`src/rtl/dual_port_ram_be_pkg.sv`:
```
// dual_port_ram_pkg
//   Shared definitions for the byte-enable dual-port RAM slice:
//   - state_t   : clear-sequencer FSM states (ST_INIT sweep, ST_RUN access)
//   - num_bytes : number of write-enable lanes for a given word/lane width
package dual_port_ram_pkg;

  typedef enum logic {
    ST_INIT = 1'b0,
    ST_RUN  = 1'b1
  } state_t;

  function automatic int unsigned num_bytes(input int unsigned data_width,
                                            input int unsigned byte_width);
    return data_width / byte_width;
  endfunction

endpackage

```
`src/rtl/dual_port_ram_be_if.sv`:
```
// dual_port_ram_be_if
//   Request/response bundle between a RAM client and dual_port_ram_be.
//   master : drives clear, write, wbe, waddr, wdata, read, raddr;
//            observes rdata, rvalid, busy
//   slave  : the RAM side of the same signals
interface dual_port_ram_be_if
  import dual_port_ram_pkg::*;
#(
  parameter int unsigned DATA_WIDTH = 8,
  parameter int unsigned BYTE_WIDTH = 8,
  parameter int unsigned ADDR_WIDTH = 3
);

  localparam int unsigned NUM_BYTES = num_bytes(DATA_WIDTH, BYTE_WIDTH);

  logic                  clear;
  logic                  write;
  logic [NUM_BYTES-1:0]  wbe;
  logic [ADDR_WIDTH-1:0] waddr;
  logic [DATA_WIDTH-1:0] wdata;
  logic                  read;
  logic [ADDR_WIDTH-1:0] raddr;
  logic [DATA_WIDTH-1:0] rdata;
  logic                  rvalid;
  logic                  busy;

  modport master (
    output clear, write, wbe, waddr, wdata, read, raddr,
    input  rdata, rvalid, busy
  );

  modport slave (
    input  clear, write, wbe, waddr, wdata, read, raddr,
    output rdata, rvalid, busy
  );

endinterface

```
`src/rtl/dual_port_ram_be_storage.sv`:
```
// dpr_storage
//   Plain word array with per-lane synchronous write and asynchronous read.
//   No reset and no range checking: the caller only presents in-range
//   addresses with a non-zero we.
//   clk   : write clock
//   we    : per-lane write enables
//   waddr : write address, wdata : write word
//   raddr : read address,  rdata : combinational read word
module dpr_storage #(
  parameter int unsigned DATA_WIDTH = 8,
  parameter int unsigned BYTE_WIDTH = 8,
  parameter int unsigned ADDR_WIDTH = 3,
  parameter int unsigned MEM_SIZE   = 8,
  parameter int unsigned NUM_BYTES  = DATA_WIDTH / BYTE_WIDTH
) (
  input  logic                  clk,
  input  logic [NUM_BYTES-1:0]  we,
  input  logic [ADDR_WIDTH-1:0] waddr,
  input  logic [DATA_WIDTH-1:0] wdata,
  input  logic [ADDR_WIDTH-1:0] raddr,
  output logic [DATA_WIDTH-1:0] rdata
);

  // Index width sized to the array so a wider address bus still indexes cleanly.
  localparam int unsigned IDX_W = (MEM_SIZE > 1) ? $clog2(MEM_SIZE) : 1;

  logic [DATA_WIDTH-1:0] mem [MEM_SIZE];
  logic [IDX_W-1:0]      widx;
  logic [IDX_W-1:0]      ridx;

  assign widx = waddr[IDX_W-1:0];
  assign ridx = raddr[IDX_W-1:0];

  always_ff @(posedge clk) begin
    for (int unsigned i = 0; i < NUM_BYTES; i++) begin
      if (we[i]) begin
        mem[widx][i*BYTE_WIDTH +: BYTE_WIDTH] <= wdata[i*BYTE_WIDTH +: BYTE_WIDTH];
      end
    end
  end

  assign rdata = mem[ridx];

endmodule

```
`src/rtl/dual_port_ram_be.sv`:
```
// dual_port_ram_be
//   Single-clock dual-port RAM with byte-lane write enables, write-first
//   forwarding on same-address collisions, a 1- or 2-stage registered read
//   path with an rvalid strobe, and a clear sequencer that sweeps INIT_VALUE
//   into every word after reset or on a clear request.
//   clk : clock           rst : asynchronous active-high reset
//   bus : slave side of dual_port_ram_be_if
//         clear/write/wbe/waddr/wdata/read/raddr in, rdata/rvalid/busy out
module dual_port_ram_be
  import dual_port_ram_pkg::*;
#(
  parameter int unsigned           DATA_WIDTH   = 8,
  parameter int unsigned           BYTE_WIDTH   = 8,
  parameter int unsigned           ADDR_WIDTH   = 3,
  parameter int unsigned           MEM_SIZE     = 2 ** ADDR_WIDTH,
  parameter int unsigned           READ_LATENCY = 1,
  parameter logic [DATA_WIDTH-1:0] INIT_VALUE   = '0
) (
  input  logic                    clk,
  input  logic                    rst,
  dual_port_ram_be_if.slave       bus
);

  localparam int unsigned NUM_BYTES = num_bytes(DATA_WIDTH, BYTE_WIDTH);
  localparam logic [ADDR_WIDTH-1:0] LAST_ADDR = ADDR_WIDTH'(MEM_SIZE - 1);
  localparam logic [ADDR_WIDTH:0]   MEM_LIMIT = (ADDR_WIDTH + 1)'(MEM_SIZE);

  if (DATA_WIDTH % BYTE_WIDTH != 0) begin : g_bad_lanes
    $error("dual_port_ram_be: DATA_WIDTH must be a multiple of BYTE_WIDTH");
  end
  if (READ_LATENCY != 1 && READ_LATENCY != 2) begin : g_bad_latency
    $error("dual_port_ram_be: READ_LATENCY must be 1 or 2");
  end
  if (MEM_SIZE > 2 ** ADDR_WIDTH) begin : g_bad_size
    $error("dual_port_ram_be: MEM_SIZE exceeds the address space");
  end

  state_t                state_q, state_d;
  logic [ADDR_WIDTH-1:0] cnt_q, cnt_d;

  logic                  in_run;
  logic                  flush;
  logic                  waddr_ok;
  logic                  raddr_ok;
  logic                  wr_ok;
  logic                  rd_accept;

  logic [NUM_BYTES-1:0]  st_we;
  logic [ADDR_WIDTH-1:0] st_waddr;
  logic [DATA_WIDTH-1:0] st_wdata;
  logic [DATA_WIDTH-1:0] st_rdata;
  logic [DATA_WIDTH-1:0] rd_word;

  logic [READ_LATENCY-1:0]                 pipe_v;
  logic [READ_LATENCY-1:0][DATA_WIDTH-1:0] pipe_d;

  assign in_run    = (state_q == ST_RUN);
  assign flush     = in_run && bus.clear;
  assign waddr_ok  = ({1'b0, bus.waddr} < MEM_LIMIT);
  assign raddr_ok  = ({1'b0, bus.raddr} < MEM_LIMIT);
  assign wr_ok     = in_run && bus.write && !bus.clear && waddr_ok;
  assign rd_accept = in_run && bus.read && !bus.clear;
  assign bus.busy  = (state_q == ST_INIT);

  // FSM: state register
  always_ff @(posedge clk or posedge rst) begin
    if (rst) begin
      state_q <= ST_INIT;
      cnt_q   <= '0;
    end else begin
      state_q <= state_d;
      cnt_q   <= cnt_d;
    end
  end

  // FSM: next state and sweep counter
  always_comb begin
    state_d = state_q;
    cnt_d   = cnt_q;
    case (state_q)
      ST_INIT: begin
        if (cnt_q == LAST_ADDR) begin
          state_d = ST_RUN;
          cnt_d   = '0;
        end else begin
          cnt_d = cnt_q + 1'b1;
        end
      end
      ST_RUN: begin
        if (bus.clear) begin
          state_d = ST_INIT;
          cnt_d   = '0;
        end
      end
      default: begin
        state_d = ST_INIT;
        cnt_d   = '0;
      end
    endcase
  end

  // Storage write port: the sweep owns it in INIT, the user in RUN.
  always_comb begin
    st_we    = '0;
    st_waddr = bus.waddr;
    st_wdata = bus.wdata;
    if (!in_run) begin
      st_we    = '1;
      st_waddr = cnt_q;
      st_wdata = INIT_VALUE;
    end else if (wr_ok) begin
      st_we = bus.wbe;
    end
  end

  dpr_storage #(
    .DATA_WIDTH (DATA_WIDTH),
    .BYTE_WIDTH (BYTE_WIDTH),
    .ADDR_WIDTH (ADDR_WIDTH),
    .MEM_SIZE   (MEM_SIZE),
    .NUM_BYTES  (NUM_BYTES)
  ) u_storage (
    .clk   (clk),
    .we    (st_we),
    .waddr (st_waddr),
    .wdata (st_wdata),
    .raddr (bus.raddr),
    .rdata (st_rdata)
  );

  // Read word as seen at the accept edge: out-of-range reads return
  // INIT_VALUE, and a same-edge write to the same address is merged lane
  // by lane (write-first). Later writes never reach an in-flight read
  // because the word is captured here.
  always_comb begin
    rd_word = raddr_ok ? st_rdata : INIT_VALUE;
    if (wr_ok && (bus.waddr == bus.raddr)) begin
      for (int unsigned i = 0; i < NUM_BYTES; i++) begin
        if (bus.wbe[i]) begin
          rd_word[i*BYTE_WIDTH +: BYTE_WIDTH] = bus.wdata[i*BYTE_WIDTH +: BYTE_WIDTH];
        end
      end
    end
  end

  // Read pipeline: stage 0 captures at the accept edge, rdata/rvalid load
  // READ_LATENCY edges later. A clear kills every in-flight read and the
  // pending strobe but leaves rdata alone.
  always_ff @(posedge clk or posedge rst) begin
    if (rst) begin
      pipe_v     <= '0;
      pipe_d     <= '0;
      bus.rvalid <= 1'b0;
      bus.rdata  <= '0;
    end else if (flush) begin
      pipe_v     <= '0;
      bus.rvalid <= 1'b0;
    end else begin
      pipe_v[0] <= rd_accept;
      if (rd_accept) begin
        pipe_d[0] <= rd_word;
      end
      for (int unsigned i = 1; i < READ_LATENCY; i++) begin
        pipe_v[i] <= pipe_v[i-1];
        pipe_d[i] <= pipe_d[i-1];
      end
      bus.rvalid <= pipe_v[READ_LATENCY-1];
      if (pipe_v[READ_LATENCY-1]) begin
        bus.rdata <= pipe_d[READ_LATENCY-1];
      end
    end
  end

endmodule

```
`src/flat_wrapper.sv`:
```
// flat-port wrapper written by rule: the top's interface ports become plain ports
module dual_port_ram_be_flat import dual_port_ram_pkg::*;
#(
  parameter int unsigned           DATA_WIDTH   = 8,
  parameter int unsigned           BYTE_WIDTH   = 8,
  parameter int unsigned           ADDR_WIDTH   = 3,
  parameter int unsigned           MEM_SIZE     = 2 ** ADDR_WIDTH,
  parameter int unsigned           READ_LATENCY = 1,
  parameter logic [DATA_WIDTH-1:0] INIT_VALUE   = '0
)
  (clk, rst, bus_clear, bus_write, bus_wbe, bus_waddr, bus_wdata, bus_read, bus_raddr, bus_rdata, bus_rvalid, bus_busy);
  dual_port_ram_be_if #(.DATA_WIDTH(DATA_WIDTH), .BYTE_WIDTH(BYTE_WIDTH), .ADDR_WIDTH(ADDR_WIDTH)) bus_i ();
  input  logic clk;
  input  logic rst;
  input wire logic [$bits(bus_i.clear)-1:0] bus_clear;
  input wire logic [$bits(bus_i.write)-1:0] bus_write;
  input wire logic [$bits(bus_i.wbe)-1:0] bus_wbe;
  input wire logic [$bits(bus_i.waddr)-1:0] bus_waddr;
  input wire logic [$bits(bus_i.wdata)-1:0] bus_wdata;
  input wire logic [$bits(bus_i.read)-1:0] bus_read;
  input wire logic [$bits(bus_i.raddr)-1:0] bus_raddr;
  output wire logic [$bits(bus_i.rdata)-1:0] bus_rdata;
  output wire logic [$bits(bus_i.rvalid)-1:0] bus_rvalid;
  output wire logic [$bits(bus_i.busy)-1:0] bus_busy;
  assign bus_i.clear = bus_clear;
  assign bus_i.write = bus_write;
  assign bus_i.wbe = bus_wbe;
  assign bus_i.waddr = bus_waddr;
  assign bus_i.wdata = bus_wdata;
  assign bus_i.read = bus_read;
  assign bus_i.raddr = bus_raddr;
  assign bus_rdata = bus_i.rdata;
  assign bus_rvalid = bus_i.rvalid;
  assign bus_busy = bus_i.busy;
  dual_port_ram_be #(.DATA_WIDTH(DATA_WIDTH), .BYTE_WIDTH(BYTE_WIDTH), .ADDR_WIDTH(ADDR_WIDTH), .MEM_SIZE(MEM_SIZE), .READ_LATENCY(READ_LATENCY), .INIT_VALUE(INIT_VALUE)) u_core (.clk(clk), .rst(rst), .bus(bus_i));
endmodule
```
`config.mk`:
```
export PLATFORM = sky130hd
export DESIGN_NAME = dual_port_ram_be_flat
export DESIGN_NICKNAME = d
export VERILOG_FILES = /design/src/rtl/dual_port_ram_be_pkg.sv /design/src/rtl/dual_port_ram_be_if.sv /design/src/rtl/dual_port_ram_be_storage.sv /design/src/rtl/dual_port_ram_be.sv /design/src/flat_wrapper.sv
export SDC_FILE = /design/constraint.sdc
export NUM_CORES = 1
export LEC_CHECK = 0
export CAP_MARGIN = 20
export CELL_PAD_IN_SITES_DETAIL_PLACEMENT = 1
export CELL_PAD_IN_SITES_GLOBAL_PLACEMENT = 2
export CORE_MARGIN = 2
export CORE_UTILIZATION = 35
export CTS_BUF_LIST = sky130_fd_sc_hd__clkbuf_8
export CTS_CLUSTER_DIAMETER = 40
export DETAILED_ROUTE_END_ITERATION = 7
export PLACE_DENSITY_LB_ADDON = 0.1
export REMOVE_ABC_BUFFERS = 1
export SLEW_MARGIN = 15
export SYNTH_ARGS = -nofsm -noshare
export SYNTH_HDL_FRONTEND = slang
export SYNTH_SLANG_ARGS = --single-unit
```
`constraint.sdc`:
```
create_clock -name clk -period 3.15 [get_ports clk]
set_input_delay 0.4725 -clock clk [delete_from_list [all_inputs] [get_ports clk]]
set_output_delay 0.4725 -clock clk [all_outputs]
set_load 0.03 [all_outputs]
```
# Word-level counts from Yosys, hierarchy flattened
# Memories as Yosys holds them, arrays and structs flattened.
# Index checks and enable logic that the tools add are counted.
# classes
addsub	1
n_mul	0
div	0
n_lt_le_gt_ge	0
n_eq_ne	3
shifts	0
mux	16
bitwise	2
reduce_logical	9
# ops
cell	n
$mux W8	3
$mux W3	3
$mux W1	8
$logic_and A1 B1 Y1	6
$pmux W3 S2	1
$reduce_and A2 Y1	2
$add A3 B1 Y3 const B	1
$eq A3 B3 Y1	1
$eq A3 B3 Y1 const B	1
$ne A2 B2 Y1 const B	1
$not A1 Y1	2
$pmux W1 S2	1
$logic_not A1 Y1	1
# word_totals
ff_bits	22
latchBits	0
ram_bits	64
rom_bits	0
in_bits	20
output_inout_bits	10
mem_count	1
# mem_list
name	depth	word_bits	read_ports	rd_ports_with_merged_regs	wr	line	text
u_core.u_storage.mem	8	8	1	0	1	dual_port_ram_be_storage.sv:27	logic [DATA_WIDTH-1:0] mem [MEM_SIZE];

# Depth between registers and ports, before layout
# Gate-level depths: netlist of the first run.
# logic_depth
depth_word	6
depth_mapped	6

# Cells and area by module
# From an unflattened synthesis of the first run, not the netlist that was laid out.
# unflattened
hier_cells	195
hier_area_um2	3588.4
# modules_own_cells
mod	instances	cells_per_inst	area_per_inst_um2
dpr_storage	1	106	2531.2
dual_port_ram_be	1	89	1057.3

# Least setup slack after synthesis of the first run
# No wires, ideal clock.
# synth_path
path_type	register to register
from	register u_core.state_q (netlist: u_core.in_run)
to	memory u_core.u_storage.mem[2][0] (enable)
setup_time_ns	0.370
arrival_time_ns	1.388
required_time_ns	2.780
slack_ns	1.392
path_stages_with_launch	5
path_buffers	1
cell_sequence	dfrtp_1 -> buf_2 -> inv_1 -> o32a_1 -> nor2_1
# synth_via
elab_chain_len	6
word_cells_on_any_way	7
classes_between	5 x mux; 2 x reduce/logical
# synth_lines
item	line	text
start: declaration	dual_port_ram_be.sv:38	state_t state_q, state_d;
start signal: assignment	dual_port_ram_be.sv:71	state_q <= state_d;
$logic_and A1 B1 Y1 (2 in a row)	dual_port_ram_be.sv:61	assign wr_ok = in_run && bus.write && !bus.clear && waddr_ok;
$mux W1	dual_port_ram_be.sv:111	end else if (wr_ok) begin
$mux W1	dual_port_ram_be.sv:107	if (!in_run) begin
$mux W1	dual_port_ram_be_storage.sv:36	if (we[i]) begin
$mux W1 (not written as such)	dual_port_ram_be_storage.sv:37	mem[widx][i*BYTE_WIDTH +: BYTE_WIDTH] <= wdata[i*BYTE_WIDTH +: BYTE_WIDTH];
end: declaration	dual_port_ram_be_storage.sv:27	
# Parallel ways exist; a longest one is shown, timed or not.

# Final worst setup path of the first run
# layout_path
from	register u_core.state_q (netlist: u_core.in_run)
to	output port bus_busy
# layout_via
elab_chain_len	1
# layout_lines
item	line	text
$not A1 Y1	dual_port_ram_be.sv:63	assign bus.busy = (state_q == ST_INIT);
end: declaration	flat_wrapper.sv:24	output wire logic [$bits(bus_i.busy)-1:0] bus_busy;
# Every way passes these cells.

==> impl_metrics.ini, run 1 <==
[timing]
hold_viol_final = 0
relSlewSlack_pct = 45.4
finalSetupTns_ns = 0
max_freq_mhz = 385
min_period_ns = 2.60
tightest_slew_ns = 0.818
clock_skew_ns = 0.0112
fin_crit_sh_pct = 82.6
slew_violations = 0
rsz0062_at_grt = false
setup_violations = 0

[setup_path]
crit_type = flip-flop to output port
r2r_cells = 3
timing.critical_path.cells = inv_1 > clkdlybuf4s50_1
start_kind = flip-flop
reg2reg_setup_slack_ns = 0.81
r2r-start = u_core.in_run
slowest_stage = clkdlybuf4s50_1
setup.worst_path.start = u_core.in_run
crit_fanout = 15
worstPathRequired_ns = 2.68
reg2reg_to = u_core.u_storage.mem[2][1]
cp-end-kind = output port
crit_arrival_ns = 2.13
crit_end = bus_busy
max_stage_delay_ns = 0.78

[grt]
grt_usage_pct = 14.2
met2_usage_pct = 22.6
grt_max_degree = 23
grt_pass1_wl_um = 11800
antenna_found_initial = 0
grt_pass1_vias = 2040
overflow = 0
busiest_layer = met2
use_met3_pct = 4.26
met1_usage_pct = 19.3

[cells_and_area]
drive_above_1_share_pct = 16.9
area_delta_synth_final_pct = 17.3
fin_nets = 260
antenna_cells = 0
final_util_pct = 42.4
final_cell_mix = 64 x edfxtp_1, 29 x clkdlybuf4s50_1, 22 x dfrtp_1
final_common_cell = edfxtp_1
num-fill-cells = 991

[clock_network]
ctsResizeCount = 0
clk-insertion-delay-late_ns = 0.35
clock_sinks = 86
ctsHoldBuffers = 0
clk_pin_slew_ns = 0.09
cts_buffers = 9
post_cts_buffers = 0
htreeDepth = 3
cts_buffer_depth = 2
clock-root-buffer = clkbuf_8
tritoncts = yes

[power_and_ir_drop]
power_density_nw_per_um2 = 886
power.leakage_nw = 1.54
vdd_drop_max_uv = 426

[placement]
port-buffer-count = 29
routabilityCongestion = 0.693
dp.final_hpwl_um = 5310

[worst_hold_path]
hp-class = flip-flop to flip-flop

[routing]
route.vias.total = 1820
drtPass1Iterations = 4
antenna_left = 0
routed_wl_um = 7120
avgViaCountPerCell = 4.84
wl_per_cell_um = 18.9
drc = 0
drt_iter0_markers = 80

[synthesis]
synth_cell_type_count = 38
avgSynthCellArea_um2 = 17.6
syn_area_um2 = 3530
ys_warn_count = 0
ys_seq_area_share_pct = 70.0
ys_seq_elements = 86
netlist_instances = 201

[outcome]
outcome = finished clean

[floorplan]
die_w_um = 104
dieArea_um2 = 10900
start_util_pct = 36.1
io_pins = 30
core_um2 = 9770
die_h_um = 104
num_rows = 36

[flow_run]
cap_viol_max_count = 0
[through the flow]
step | instances | total power, mW | hold WS, ns | worst slack [ns] | area (µm²)
after detailed placement | 360 | 3.03 | 0.483 | 0.601 | 3960
after global placement | 360 | 2.96 | 0.476 | 0.633 | 3960
final | 376 | 3.67 | 0.498 | 0.550 | 4140
after floorplan | 193 | 2.57 | 0.450 | 1.15 | 3470
after global routing | 376 | 3.90 | 0.531 | 0.405 | 4140
after CTS | 376 | 3.74 | 0.507 | 0.507 | 4140
[area by class of cell]
class | count | area (µm²) | area share, %
Clock buffer | 9 | 124 | 2.99
Clock inverter | 7 | 57.6 | 1.39
Timing Repair Buffer | 34 | 328 | 7.91
Tap cell | 133 | 166 | 4.02
Multi-Input combinational cell | 96 | 953 | 23.0
Inverter | 11 | 41.3 | 0.997
Sequential cell | 86 | 2470 | 59.7
[kinds of logic after synthesis]
| logic type | Yosys count | share of synthesized area [%] |
|---|---|---|
| and+or+nand+nor | 40 | 5.46 |
| xor gates and xnor gates | 3 | 0.744 |
| AOI/OAI and AO/OA | 19 | 4.43 |
| muxes | 32 | 15.7 |
| adders and majority gates | 2 | 0.708 |
| buffers and inverters | 19 | 3.01 |
| DFF | 86 | 70.0 |
[power by group]
group          internal (mW)  switching, mW
Sequential              1.75          0.174
Clock                  0.296          0.402
Combinational          0.424          0.627
[per-layer routing]
layer,vias to the layer above,wire [µm]
met4,0,53
met1,938,3370
met3,4,222
met2,29,3470
li1,849,-
met5,-,0
[registers in the layout, indices dropped and copies added (netlist names)]
name,flops
u_core.pipe_d,8
u_core.cnt_q,3
u_core.bus.rdata,8
u_core.in_run,1
u_core.pipe_v,1
u_core.bus.rvalid,1
u_core.u_storage.mem,64
[Yosys cell counts]
| library cell | instances | area [µm²] |
|---|---|---|
| and2b_1 | 1 | 7.51 |
| o21ai_0 | 1 | 5.00 |
| buf_4 | 2 | 15.0 |
| a32oi_1 | 1 | 8.76 |
| a22o_1 | 2 | 17.5 |
| o221ai_1 | 7 | 61.3 |
| nor2_1 | 17 | 63.8 |
| a21boi_2 | 1 | 11.3 |
| o211ai_1 | 1 | 7.51 |
| nand2b_1 | 2 | 12.5 |
| mux2i_1 | 8 | 80.1 |
| buf_1 | 1 | 3.75 |
| nor3_1 | 1 | 5.00 |
| buf_2 | 3 | 15.0 |
| a2bb2oi_1 | 1 | 8.76 |
| o31ai_1 | 1 | 7.51 |
| and3_1 | 1 | 6.26 |
| a21oi_1 | 1 | 5.00 |
| dfrtp_1 | 22 | 551 |
| and2_1 | 1 | 6.26 |
| edfxtp_1 | 64 | 1920 |
| nor4_4 | 1 | 21.3 |
| mux2_2 | 8 | 90.1 |
| xor2_1 | 3 | 26.3 |
| nand2_1 | 12 | 45.0 |
| nor2b_1 | 1 | 6.26 |
| inv_1 | 11 | 41.3 |
| buf_12 | 1 | 20.0 |
| nand3_1 | 1 | 5.00 |
| nand2_2 | 1 | 6.26 |
| nand3b_1 | 1 | 7.51 |
| a31oi_1 | 1 | 6.26 |
| buf_6 | 1 | 11.3 |
| mux4_2 | 10 | 225 |
| mux4_1 | 6 | 158 |
| o32a_1 | 1 | 10.0 |
| a21o_1 | 1 | 7.51 |
| ha_1 | 2 | 25.0 |
[worst max-delay path, delay by kind of cell, from the launching register on]
kind / cells / cell delay [ns]
flops: 1 / 0.53
buf+inv: 2 / 1.25
[worst min-delay path by stage]
stage                          start          endpoint  cells after the start
finish              u_core.pipe_d[2]  u_core.pipe_d[2]                      2
global placement    u_core.pipe_d[6]  u_core.pipe_d[6]                      2
detailed placement  u_core.pipe_d[4]  u_core.pipe_d[4]                      2
global route        u_core.pipe_d[4]  u_core.pipe_d[4]                      2
floorplan           u_core.pipe_d[0]  u_core.pipe_d[0]                      2
CTS                 u_core.pipe_d[7]  u_core.pipe_d[7]                      2
Note: power is estimated with default switching activity, not from simulation.
==> inputs of run 2 (changes only) <==
- clock period: 3.15 -> 2.6 ns (I/O delays scaled with it)
==> run 2 against run 1 <==
Against the previous run: core utilization grew 0.42 points; clock power grew 20%; routed wire length grew 0.72%; power grew 23%; sequential power grew 20%; die area is the same; clock skew is essentially flat; final cell count grew 1.3%; highest routed layer unchanged; non-clock buffer count grew 5; critical path type unchanged; largest power group unchanged; combinational power grew 30%; largest cell class unchanged.
==> impl_metrics.ini, run 2 (synthesis results as in run 1) <==
[clock_network]
cts_buffers = 9
clock_sinks = 86
clock-root-buffer = clkbuf_8
clk_pin_slew_ns = 0.09
cts_buffer_depth = 2
clk-insertion-delay-late_ns = 0.35
htreeDepth = 3
ctsHoldBuffers = 0
ctsResizeCount = 0
tritoncts = yes
post_cts_buffers = 0

[grt]
grt_max_degree = 23
grt_pass1_wl_um = 11800
use_met3_pct = 3.38
met2_usage_pct = 21.1
met1_usage_pct = 21.1
grt_pass1_vias = 2006
grt_usage_pct = 14.4
overflow = 0
antenna_found_initial = 0
busiest_layer = met1

[routing]
drt_iter0_markers = 118
drtPass1Iterations = 4
routed_wl_um = 7170
antenna_left = 0
wl_per_cell_um = 18.8
route.vias.total = 1858
drc = 0
avgViaCountPerCell = 4.88

[timing]
max_freq_mhz = 475
min_period_ns = 2.10
fin_ws_ns = 0.497
finalSetupTns_ns = 0
setup_violations = 0
slew_violations = 0
hold_viol_final = 0
rsz0062_at_grt = false
clock_skew_ns = 0.0107
relSlewSlack_pct = 42.4
fin_crit_sh_pct = 80.9
tightest_slew_ns = 0.863

[setup_path]
crit_fanout = 8
crit_type = flip-flop to output port
crit_buf_inv = 2
slowest_stage = clkdlybuf4s50_1
worstPathRequired_ns = 2.21
crit_arrival_ns = 1.71
start_kind = flip-flop
timing.critical_path.cells = inv_1 > clkdlybuf4s50_1
reg2reg_setup_slack_ns = 0.57
cp-end-kind = output port
max_stage_delay_ns = 0.73
crit_family = buffers and inverters

[worst_hold_path]
hp-class = flip-flop to flip-flop

[floorplan]
dieArea_um2 = 10900
num_rows = 36
io_pins = 30
core_um2 = 9770
die_w_um = 104
die_h_um = 104
start_util_pct = 36.1

[outcome]
outcome = finished clean

[placement]
routabilityCongestion = 0.705
placed_cell_area_um2 = 4010
dp_slack_ns = 0.196
port-buffer-count = 29
dp.final_hpwl_um = 5170

[cells_and_area]
antenna_cells = 0
num-fill-cells = 964
fin_nets = 265
largest_reg_flops = 64
area_delta_synth_final_pct = 18.5
drive_above_1_share_pct = 18.5
final_common_cell = edfxtp_1
stdcell_area_um2 = 4180
regMostFlops = u_core.u_storage.mem
top_regs = u_core.u_storage.mem x64, u_core.bus.rdata x8, u_core.pipe_d x8
final_cell_mix = 64 x edfxtp_1, 29 x clkdlybuf4s50_1, 22 x dfrtp_1
seq_area_um2 = 2470
multi_input_area_um2 = 953

[power_and_ir_drop]
power_density_nw_per_um2 = 1080
vdd_drop_max_uv = 346
power.leakage_nw = 1.57

[flow_run]
cap_viol_max_count = 0
## run 2: changes by cell type in the layout (fill, tap and decap cells not counted), sizes merged
cell      previous run  this run
clkinv               4         1
buf                  5        10
clkinvlp             1         2
inv                 13        15
## run 2: cell type report
class	count	share of cell area, %
flip-flops and latches	86	59.1
multi-input cells	96	22.8
repair buffers	39	9.03
well taps	133	3.98
clock buffers	9	2.96
clock inverters	7	1.17
inverters	11	0.987
## run 2: final timing paths
path	start	endpoint	depth (start not counted)
setup / recovery	u_core.in_run	bus_busy	2
hold / removal	u_core.pipe_d[4]	u_core.pipe_d[4]	2
setup reg to reg	u_core.in_run	u_core.u_storage.mem[3][4]	4
hold reg to reg	u_core.pipe_d[4]	u_core.pipe_d[4]	2
max in group asynchronous	rst	u_core.pipe_d[7]	2
min in group asynchronous	rst	u_core.bus.rvalid	2
## run 2: layer usage
layer	part of all wire, %	routed length [µm]
met2	47	3340
met3	3.3	238
met1	49	3520
met4	0.85	61
met5	0	0
## run 2: worst register-to-register path: cells and delay by family, from the launching register on
family	cells	cell delay [ns]
simple gates	1	0.64
flops	1	0.40
buf+inv	2	0.46
compound gates	1	0.15
## run 2: where the power goes
| part | leakage [nW] | internal (mW) | total [mW] | switching [mW] |
|---|---|---|---|---|
| Clock | 0.0879 | 0.350 | 0.839 | 0.489 |
| Combinational | 0.597 | 0.571 | 1.37 | 0.797 |
| Sequential | 0.886 | 2.12 | 2.30 | 0.185 |
| Total | 1.57 | 3.04 | 4.51 | 1.47 |
## run 2: through the flow
stage	cells	utilization (%)	power [mW]	hold slack, ns
6_report	381	42.8	4.51	0.502
5_1_grt	381	42.8	4.80	0.530
4_1_cts	381	42.8	4.57	0.500
3_5_place_dp	365	41.0	3.73	0.478
3_3_place_gp	365	41.0	3.63	0.476
2_1_floorplan	193	-	3.11	0.379
==> inputs of run 3 (changes only) <==
- clock period: 2.6 -> 2.2 ns (I/O delays scaled with it)
==> run 3 against run 2 <==
Against the previous run: worst hold slack worse by 0.18 ns; clock-buffer cell count unchanged; global-route usage up 0.23 points; sequential share of layout area down 0.87 points; register-to-register slack worse by 0.19 ns; via count up 2.3%; clock power up 24%; die area unchanged; largest power group unchanged; final area up 1.5%; first-iteration DRC count down 52%; flip-flop and latch count unchanged; critical endpoint unchanged.
==> impl_metrics.ini, run 3 (synthesis results as in run 1) <==
[outcome]
outcome = finished clean

[grt]
antenna_found_initial = 0
grt_pass1_vias = 2077
grt_max_degree = 23
grt_usage_pct = 14.6
grt_pass1_wl_um = 11900
overflow = 0

[timing]
clock_skew_ns = 0.0110
rsz0062_at_grt = false
setup_violations = 0
tightest_slew_ns = 0.733
min_period_ns = 1.97
fin_ws_ns = 0.227
hold_viol_final = 0
relSlewSlack_pct = 50.9
max_freq_mhz = 507
whs_ns = 0.326
finalSetupTns_ns = 0
slew_violations = 0
fin_crit_sh_pct = 89.7

[clock_network]
cts_buffer_depth = 2
tritoncts = yes
ctsResizeCount = 0
ctsHoldBuffers = 0
clock-root-buffer = clkbuf_8
post_cts_buffers = 0
clk_pin_slew_ns = 0.09
clock_sinks = 86
htreeDepth = 3
cts_buffers = 9
clk-insertion-delay-late_ns = 0.34

[cells_and_area]
drive_above_1_share_pct = 20.0
top_regs = u_core.u_storage.mem x64, u_core.bus.rdata x8, u_core.pipe_d x8
fin_nets = 272
area_delta_synth_final_pct = 20.2
regMostFlops = u_core.u_storage.mem
largest_reg_flops = 64
final_cell_mix = 64 x edfxtp_1, 29 x clkdlybuf4s50_1, 22 x dfrtp_1
final_common_cell = edfxtp_1
fin_cells = 388
antenna_cells = 0
final_util_pct = 43.4

[placement]
routabilityCongestion = 0.724
dp_slack_ns = -0.0386
dp_cells = 372
dp.final_hpwl_um = 5500
port-buffer-count = 29

[setup_path]
setup.worst_path.start = u_core.in_run
crit_type = flip-flop to output port
start_kind = flip-flop
worstPathRequired_ns = 1.87
r2r-start = u_core.in_run
crit_fanout = 5
cp-end-kind = output port
crit_arrival_ns = 1.64

[routing]
drc = 0
drt_iter0_markers = 57
wl_per_cell_um = 19.1
route.vias.total = 1901
avgViaCountPerCell = 4.90
antenna_left = 0
routed_wl_um = 7390
drtPass1Iterations = 5

[power_and_ir_drop]
power.leakage_nw = 1.62
p_comb_share_pct = 30.3
switchingPower_mw = 1.71
power.share.clock_pct = 19.2
power_density_nw_per_um2 = 1280
p_int_mw = 3.71
swShare_pct = 31.6
vdd_drop_max_uv = 401
seqPwrFrac_pct = 50.5

[flow_run]
cap_viol_max_count = 0

[floorplan]
num_rows = 36
core_um2 = 9770
start_util_pct = 36.1
io_pins = 30
die_h_um = 104
die_w_um = 104
dieArea_um2 = 10900

[worst_hold_path]
hp-class = primary input to async pin
## run 3: cell count changes in the layout (fill, tap and decap cells not counted), sizes merged
cell / previous run / this run
clkinv: 1 / 2
bufinv: 0 / 1
buf: 10 / 17
clkinvlp: 2 / 1
inv: 15 / 14
## run 3: metrics by stage
| stage | total power, mW | instance area [µm²] |
|---|---|---|
| detailed placement | 4.45 | 4060 |
| floorplan | 3.67 | 3470 |
| CTS | 5.49 | 4250 |
| finish | 5.42 | 4250 |
| global route | 5.75 | 4250 |
| global placement | 4.33 | 4060 |
## run 3: power by group through the flow
stage / Sequential [mW] / Clock (mW) / Combinational [mW]
after floorplan: 2.84 / 0 / 0.839
after global placement: 2.73 / 0 / 1.60
after detailed placement: 2.78 / 0 / 1.67
after CTS: 2.74 / 1.07 / 1.67
after global routing: 2.80 / 1.15 / 1.80
final: 2.74 / 1.04 / 1.64
## run 3: worst paths after layout
path	endpoint	slack, ns	cells after the start
setup / recovery	bus_busy	0.23	3
hold / removal	u_core.bus.rdata[4]	0.33	3
setup reg to reg	u_core.u_storage.mem[3][7]	0.38	5
hold reg to reg	u_core.pipe_d[4]	0.51	2
max in group asynchronous	u_core.bus.rvalid	1.64	3
min in group clk	u_core.pipe_d[4]	0.51	2
## run 3: metal layers
metal / GRT usage [%] / vias to the layer above / share of wire [%]
li1: - / 875 / -
met1: 20.4 / 992 / 49
met2: 22.8 / 27 / 48
met3: 3.38 / 7 / 2.2
met4: 4.34 / 0 / 0.97
met5: 0 / - / 0
## run 3: critical path, cell delays in order (launching register included)
cell and delay [ns]:
dfrtp_1 0.41, inv_1 0.09, buf_4 0.14, clkdlybuf4s50_1 0.66
## run 3: area by class of cell
| cell class | count | area (µm²) |
|---|---|---|
| Clock inverter | 7 | 58.8 |
| Inverter | 11 | 41.3 |
| Timing Repair Buffer | 46 | 430 |
| Sequential cell | 86 | 2470 |
| Tap cell | 133 | 166 |
| Fill cell | 1008 | 5530 |
| Multi-Input combinational cell | 96 | 953 |
| Clock buffer | 9 | 124 |
